<file path="src/rtl/ccc_cfg_pkg.sv">
// rtl/ccc_cfg_pkg.sv - shared CCC reconfiguration types and defaults
package ccc_cfg_pkg;

  localparam int CCC_ADDR_W      = 6;
  localparam int CCC_DATA_W      = 8;
  localparam int CCC_SETTLE_CYC  = 16;
  localparam int CCC_TIMEOUT_CYC = 4096;

  typedef enum logic [2:0] {
    ST_IDLE      = 3'd0,
    ST_WAIT_BUSY = 3'd1,
    ST_SETUP     = 3'd2,
    ST_ACCESS    = 3'd3,
    ST_SETTLE    = 3'd4,
    ST_WAIT_LOCK = 3'd5,
    ST_RESP      = 3'd6
  } state_t;

endpackage

</file>
<file path="src/rtl/cdc_sync2.sv">
// rtl/cdc_sync2.sv - two-flop synchroniser, resets to 0
module cdc_sync2 (
  input  logic clk,
  input  logic resetn,
  input  logic d,
  output logic q
);

  logic meta;

  // shift the asynchronous input through two flops
  always_ff @(posedge clk) begin
    if (!resetn) begin
      meta <= 1'b0;
      q    <= 1'b0;
    end else begin
      meta <= d;
      q    <= meta;
    end
  end

endmodule

</file>
<file path="src/rtl/ccc_apb_reconfig_master.sv">
// rtl/ccc_apb_reconfig_master.sv - APB initiator for the CCC dynamic-reconfiguration port
module ccc_apb_reconfig_master
  import ccc_cfg_pkg::*;
#(
  parameter int ADDR_W      = CCC_ADDR_W,
  parameter int DATA_W      = CCC_DATA_W,
  parameter int SETTLE_CYC  = CCC_SETTLE_CYC,
  parameter int TIMEOUT_CYC = CCC_TIMEOUT_CYC
) (
  input  logic              PCLK,
  input  logic              PRESET_N,
  input  logic              req_valid,
  output logic              req_ready,
  input  logic              req_write,
  input  logic              req_relock,
  input  logic [ADDR_W-1:0] req_addr,
  input  logic [DATA_W-1:0] req_wdata,
  output logic              rsp_valid,
  output logic [DATA_W-1:0] rsp_rdata,
  output logic              rsp_err,
  output logic              PSEL,
  output logic              PENABLE,
  output logic              PWRITE,
  output logic [ADDR_W-1:0] PADDR,
  output logic [DATA_W-1:0] PWDATA,
  input  logic [DATA_W-1:0] PRDATA,
  input  logic              CCC_BUSY,
  input  logic              CCC_LOCK,
  output logic              lock_lost
);

  localparam int CNT_W = $clog2(TIMEOUT_CYC + 1);
  localparam logic [CNT_W-1:0] CNT_MAX     = CNT_W'(TIMEOUT_CYC);
  localparam logic [CNT_W-1:0] SETTLE_LAST = CNT_W'(SETTLE_CYC - 1);

  state_t            state, state_n;
  logic [CNT_W-1:0]  cnt_q;
  logic              ready_q;
  logic              write_q, relock_q, err_q;
  logic [ADDR_W-1:0] addr_q;
  logic [DATA_W-1:0] wdata_q, rdata_q;
  logic              lock_s, lock_d;
  logic              accept, busy_timeout, lock_timeout, apb_active;

  cdc_sync2 u_lock_sync (
    .clk    (PCLK),
    .resetn (PRESET_N),
    .d      (CCC_LOCK),
    .q      (lock_s)
  );

  // state register
  always_ff @(posedge PCLK) begin
    if (!PRESET_N) state <= ST_IDLE;
    else           state <= state_n;
  end

  // next-state decode and APB/handshake outputs
  always_comb begin
    state_n      = state;
    req_ready    = (state == ST_IDLE) && ready_q;
    accept       = req_ready && req_valid;
    busy_timeout = 1'b0;
    lock_timeout = 1'b0;
    apb_active   = (state == ST_SETUP) || (state == ST_ACCESS);
    PSEL         = apb_active;
    PENABLE      = (state == ST_ACCESS);
    PWRITE       = apb_active && write_q;
    PADDR        = apb_active ? addr_q : '0;
    PWDATA       = (apb_active && write_q) ? wdata_q : '0;
    rsp_valid    = (state == ST_RESP);
    rsp_err      = (state == ST_RESP) && err_q;
    case (state)
      ST_IDLE: if (accept) state_n = ST_WAIT_BUSY;
      ST_WAIT_BUSY: begin
        if (!CCC_BUSY) state_n = ST_SETUP;
        else if (cnt_q == CNT_MAX) begin
          state_n      = ST_RESP;
          busy_timeout = 1'b1;
        end
      end
      ST_SETUP:  state_n = ST_ACCESS;
      ST_ACCESS: state_n = relock_q ? ST_SETTLE : ST_RESP;
      ST_SETTLE: if (cnt_q == SETTLE_LAST) state_n = ST_WAIT_LOCK;
      ST_WAIT_LOCK: begin
        if (lock_s) state_n = ST_RESP;
        else if (cnt_q == CNT_MAX) begin
          state_n      = ST_RESP;
          lock_timeout = 1'b1;
        end
      end
      ST_RESP: state_n = ST_IDLE;
      default: state_n = ST_IDLE;
    endcase
  end

  // shared timeout/settle counter: clears on every state change, saturates
  always_ff @(posedge PCLK) begin
    if (!PRESET_N)               cnt_q <= '0;
    else if (state_n != state)   cnt_q <= '0;
    else if (cnt_q != CNT_MAX)   cnt_q <= cnt_q + CNT_W'(1);
  end

  // request latch, read capture and error flag
  always_ff @(posedge PCLK) begin
    if (!PRESET_N) begin
      ready_q  <= 1'b0;
      write_q  <= 1'b0;
      relock_q <= 1'b0;
      addr_q   <= '0;
      wdata_q  <= '0;
      rdata_q  <= '0;
      err_q    <= 1'b0;
    end else begin
      ready_q <= 1'b1;
      if (accept) begin
        write_q  <= req_write;
        relock_q <= req_write && req_relock;
        addr_q   <= req_addr;
        wdata_q  <= req_wdata;
        err_q    <= 1'b0;
      end
      if (state == ST_ACCESS) rdata_q <= write_q ? '0 : PRDATA;
      if (busy_timeout) begin
        rdata_q <= '0;
        err_q   <= 1'b1;
      end
      if (lock_timeout) err_q <= 1'b1;
    end
  end

  assign rsp_rdata = rdata_q;

  // sticky loss-of-lock seen while idle; a new fall beats the accept clear
  always_ff @(posedge PCLK) begin
    if (!PRESET_N) begin
      lock_d    <= 1'b0;
      lock_lost <= 1'b0;
    end else begin
      lock_d <= lock_s;
      if ((state == ST_IDLE) && lock_d && !lock_s) lock_lost <= 1'b1;
      else if (accept)                             lock_lost <= 1'b0;
    end
  end

endmodule
</file>
<file path="config.mk">
export PLATFORM = sky130hd
export DESIGN_NAME = ccc_apb_reconfig_master
export DESIGN_NICKNAME = d
export VERILOG_FILES = /design/src/rtl/ccc_cfg_pkg.sv /design/src/rtl/cdc_sync2.sv /design/src/rtl/ccc_apb_reconfig_master.sv
export SDC_FILE = /design/constraint.sdc
export NUM_CORES = 1
export LEC_CHECK = 0
export ABC_AREA = 1
export BUFFER_PORTS_ARGS = -buffer_cell sky130_fd_sc_hd__buf_2
export CORE_ASPECT_RATIO = 0.7
export CORE_MARGIN = 2
export CORE_UTILIZATION = 40
export CTS_CLUSTER_DIAMETER = 120
export CTS_CLUSTER_SIZE = 25
export DETAILED_ROUTE_END_ITERATION = 12
export PLACE_DENSITY = 0.67
export SETUP_SLACK_MARGIN = 0.1
export SKIP_LAST_GASP = 1
export SYNTH_ARGS = -nofsm -noshare
export SYNTH_HDL_FRONTEND = slang
export SYNTH_SLANG_ARGS = --single-unit
</file>
<file path="constraint.sdc">
create_clock -name PCLK -period 1.5 [get_ports PCLK]
set_input_delay 0.3 -clock PCLK [delete_from_list [all_inputs] [get_ports PCLK]]
set_output_delay 0.3 -clock PCLK [all_outputs]
set_load 0.03 [all_outputs]
</file>
Word-level counts from Yosys, hierarchy flattened
Index checks and enable logic that the tools add are counted.

storage, ports and cells
  register bits after elaboration = 46
  bits of input ports = 29

operators by class
  add/sub/neg operators = 1
  eq/ne operators = 10
  muxes and demuxes = 20
  bitwise logic cells = 1
  reduce and logical (&&, ||, !) cells = 14

operators by type and width
  operator                 number
  $pmux W3 S6              1
  $mux W8                  2
  $mux W3                  5
  $add A13 B1 Y13 const B  1
  $eq A13 B13 Y1 const B   1
  $eq A13 B4 Y1 const B    1
  $ne A13 B13 Y1 const B   1
  $mux W1                  10
  $eq A3 B3 Y1 const B     3
  $logic_and A1 B1 Y1      7
  $eq A3 B2 Y1 const B     2
  $mux W6                  1
  $reduce_or A2 Y1         2
  $eq A3 B1 Y1 const B     1
  $logic_not A3 Y1         1
  $ne A3 B3 Y1             1
  $reduce_bool A3 Y1       1
  $mux W2                  1
  $reduce_bool A2 Y1       1
  $logic_not A1 Y1         1
  $logic_or A1 B1 Y1       1
  $not A1 Y1               1

Depth between registers and ports, before layout
  word-level depth = 7
  gate-level depth with buffers = 10
  depth with buffers taken out = 10

Modules after synthesis
Synthesis repeated with hierarchy kept, for this count alone.

second synthesis, totals
  cells, all modules = 284
  area, all modules = 2117.0 µm²

by module, submodules not included
  module                   instances  cells an instance  area an instance (µm²)  sequential area each (µm²)
  ccc_apb_reconfig_master  1          278                2062.0                  880.8
  cdc_sync2                1          6                  55.1                    40.0

Least setup slack after synthesis
OpenSTA, ideal clock, no wires.

  kind = register to output
  start point = register state[1]
  end point = output rsp_err
  data arrival time = 1.720 ns
  setup slack = -0.520 ns
  cell stages (with the launch flop) = 4
  cells stage by stage = dfxtp_1 -> inv_1 -> nor3_1 -> and2_1

between the ends
  cells in the longest elaborated chain, start to end = 2

ends and longest elaborated chain
  item                      line                           source
  start: declaration        ccc_apb_reconfig_master.sv:36  state_t state, state_n;
  start signal: assignment  ccc_apb_reconfig_master.sv:55  else state <= state_n;
  $eq A3 B3 Y1              -
  net rsp_valid             ccc_apb_reconfig_master.sv:18  output logic rsp_valid,
  $logic_and A1 B1 Y1       ccc_apb_reconfig_master.sv:72  rsp_err = (state == ST_RESP) && err_q;
  end: declaration          ccc_apb_reconfig_master.sv:20  output logic rsp_err,

The timed path passes the listed nets, and every way through them passes these cells.

Worst setup path after layout
  start point = register state[0]
  end point = output PADDR[4]

between the ends
  cells in the longest elaborated chain, start to end = 3
  elaborated cells between the ends (all ways) = 4
  classes of those cells = eq/ne (2); mux (1); reduce/logical (1)

ends and longest elaborated chain
  item                  line                           source
  $eq A3 B2 Y1          ccc_apb_reconfig_master.sv:65  apb_active = (state == ST_SETUP) || (state == ST_ACCESS);
  $logic_or A1 B1 Y1 *  ccc_apb_reconfig_master.sv:65
  $mux W6 *             ccc_apb_reconfig_master.sv:69  PADDR = apb_active ? addr_q : '0;
  end: declaration      ccc_apb_reconfig_master.sv:24  output logic [ADDR_W-1:0] PADDR,

Every way passes the cells marked *; elsewhere a longest branch is shown, timed or not.

==> metrics <==
Startpoint Class=flip-flop; max layer used=met4; Die X=90.7 µm; total CTS buffers=5; RSZ-0062 raised after global routing=true; Root Buffer=clkbuf_8; Mean Syn Cell Area=between 7 and 8 µm²; DRC=0; post-route ant nets=0; violated checks=setup timing; WP data required=about 1.2 ns; Num Clock Sinks=46; Routed met3 length=265 µm; post-synthesis net count=between 300 and 400; Yosys reg bits=46; worst-skew pair later-pin latency=0.30 ns; Final Hold Fails=0; final period utilization=120%; FF+latch area=930 µm²; Synth top area share=43.8%; EDFF count, synth=0; commonest non-fill, non-tap cell in the layout=dfxtp_1; PwrDens=862 nW/µm²; synth unique cells=29; Die H=~65 µm; TritonRoute pass-1 iters=4; Via density=4.53; Detailed Route Iter0 Violations=slightly above 90; worst hold path class=input port to flip-flop; final core occ=62.5%; mapped cell area=~2100 µm²; post-synthesis sequential area ratio=43.8%; Layout Skew=between 0.008 and 0.009 ns; Setup WS post-layout=-0.307 ns; Setup violations, final=33; Syn Inst Count=about 280; largest area contributor in the netlist=dfxtp_1; wire length per cell=approximately 11 µm; worst-case clock buffer depth=2; CTS tree=yes; most frequent cells in the layout=41 x dfxtp_1, 39 x inv_1, 38 x buf_2, 34 x nand2_1, 27 x buf_4; WL met1=2390 µm; die footprint=5860 µm²; Synth async-reset ratio=0%; first-pass GRT wire length=between 7000 and 8000 µm; Main synth FF type=dfxtp_1; # fillers=456; worst slew pin tran=a little over 0.3 ns; Leakage=1.37 nW; # diodes=0; Max Slew Vio Count=0; total congestion overflow=0; Worst VDD drop=roughly 0.55 mV; htree depth=2; vias in the first global route=1715; fin crit period=approximately 1.8 ns; worst-path fanout max=6; WL final=between 4000 and 5000 µm; worst hold slack=around 0.18 ns; YS warnings=0; layout cell share with drive strength beyond 1=44.9%; fmax=about 0.55 GHz; IO Pins=58; cts hold-fix bufs=0; core area=5150 µm²; crit end category=output port; status=finished, violations left; initial antenna violation count=0; Multi-input gate area=1190 µm²; Initial Utilization=40.9%; Routed met2 length=between 2000 and 2500 µm; synth top area cells=dfxtp_1 44%, inv_1 7.9%, o21ai_0 7.4%, nor2_1 6.8%, nand2_1 6.6%; DP HPWL=between 3000 and 4000 µm; largest net degree at the start of global routing=34; Final #Nets=400; max-cap violation count=0; Rel. slew slack=around four fifths; clock slew at reported path FFs=around 0.08 ns; crit path DAT=approximately 1.5 ns; via count=2003; Total GRT Usage=16.4%; row cnt=22; Final GP Congestion=roughly 0.8; crit path kind=flip-flop to output port; synth-to-layout area growth=52.9%; Setup TNS=-4.60 ns; # port buffers=57
## Yosys cell counts, types with 2 or more instances
| library cell | instances |
|---|---|
| clkbuf_1 | 5 |
| o21ai_0 | 31 |
| nor2_1 | 38 |
| nor2_2 | 12 |
| nand2_2 | 5 |
| inv_2 | 3 |
| nand2_1 | 37 |
| ha_1 | 2 |
| xnor2_1 | 2 |
| o21ai_1 | 2 |
| inv_1 | 44 |
| nor3_1 | 3 |
| buf_6 | 2 |
| xor2_1 | 10 |
| a21oi_1 | 19 |
| nand4_1 | 5 |
| dfxtp_1 | 46 |
| nand3_1 | 7 |
## worst paths after layout
| check | start | to | slack (ns) | depth (start not counted) |
|---|---|---|---|---|
| worst max-delay path | state[0] | PADDR[4] | -0.31 | 8 |
| worst min-delay path | CCC_LOCK | u_lock_sync.meta | 0.18 | 3 |
| worst max register to register | state[1] | cnt_q[5] | -0.04 | 12 |
| worst min register to register | u_lock_sync.meta | u_lock_sync.q | 0.43 | 2 |
## per-stage QoR
| step | setup slack, ns | cells | power [mW] | area, µm² |
|---|---|---|---|---|
| detailed placement | -0.0654 | 419 | 1.77 | 2730 |
| floorplan | -0.276 | 284 | 1.62 | 2260 |
| finish | -0.307 | 442 | 2.77 | 3220 |
| global placement | -0.0457 | 419 | 1.76 | 2730 |
| CTS | -0.309 | 431 | 2.73 | 2990 |
| global route | -0.396 | 442 | 2.91 | 3220 |
## power breakdown
group	total (mW)	internal, mW	switching (mW)
clock network	0.898	0.490	0.408
registers	1.31	1.28	0.0302
logic	0.561	0.252	0.309
## critical path, stage by stage, from the launching register on
cell	delay (ns)
dfxtp_2	0.34
inv_2	0.05
nor3_4	0.18
inv_2	0.09
nand2_8	0.09
clkinvlp_4	0.09
buf_12	0.15
nor2_4	0.08
buf_6	0.13
## cells by family after synthesis
kind of cell / after synthesis / share of synthesized area, %
compound gates: 54 / 13.0
xor+xnor: 12 / 5.00
fa+ha+maj: 2 / 1.19
buf+inv: 56 / 10.8
flops: 46 / 43.8
simple gates: 114 / 26.2
## state kept, by name (all words and copies together) (netlist names)
register	cells
u_lock_sync.meta	1
cnt_q	13
write_q	1
wdata_q	8
u_lock_sync.q	1
ready_q	1
lock_lost	1
state	3
err_q	1
lock_d	1
addr_q	6
rsp_rdata	8
relock_q	1
## area by class of cell
cell class,count,area share (%)
clock buffers,5,2.14
clock inverters,3,1.25
inverters,48,6.07
multi-input cells,182,37.1
flip-flops and latches,46,28.9
well taps,72,2.80
repair buffers,86,21.8
## metal layers
| layer | GRT usage (%) | vias up |
|---|---|---|
| met5 | 0 | - |
| met4 | 4.04 | 0 |
| met3 | 4.88 | 4 |
| met2 | 25.4 | 39 |
| met1 | 22.4 | 899 |
| li1 | - | 1061 |
## repair_timing
action / CTS / global route
endpoints found under the setup margin: 41 / 58
setup buffers: 3 / 9
gates cloned: 1 / 2
resized for setup: 35 / 43
pin swaps: 6 / 6
Power figures use the tool's default switching activity.
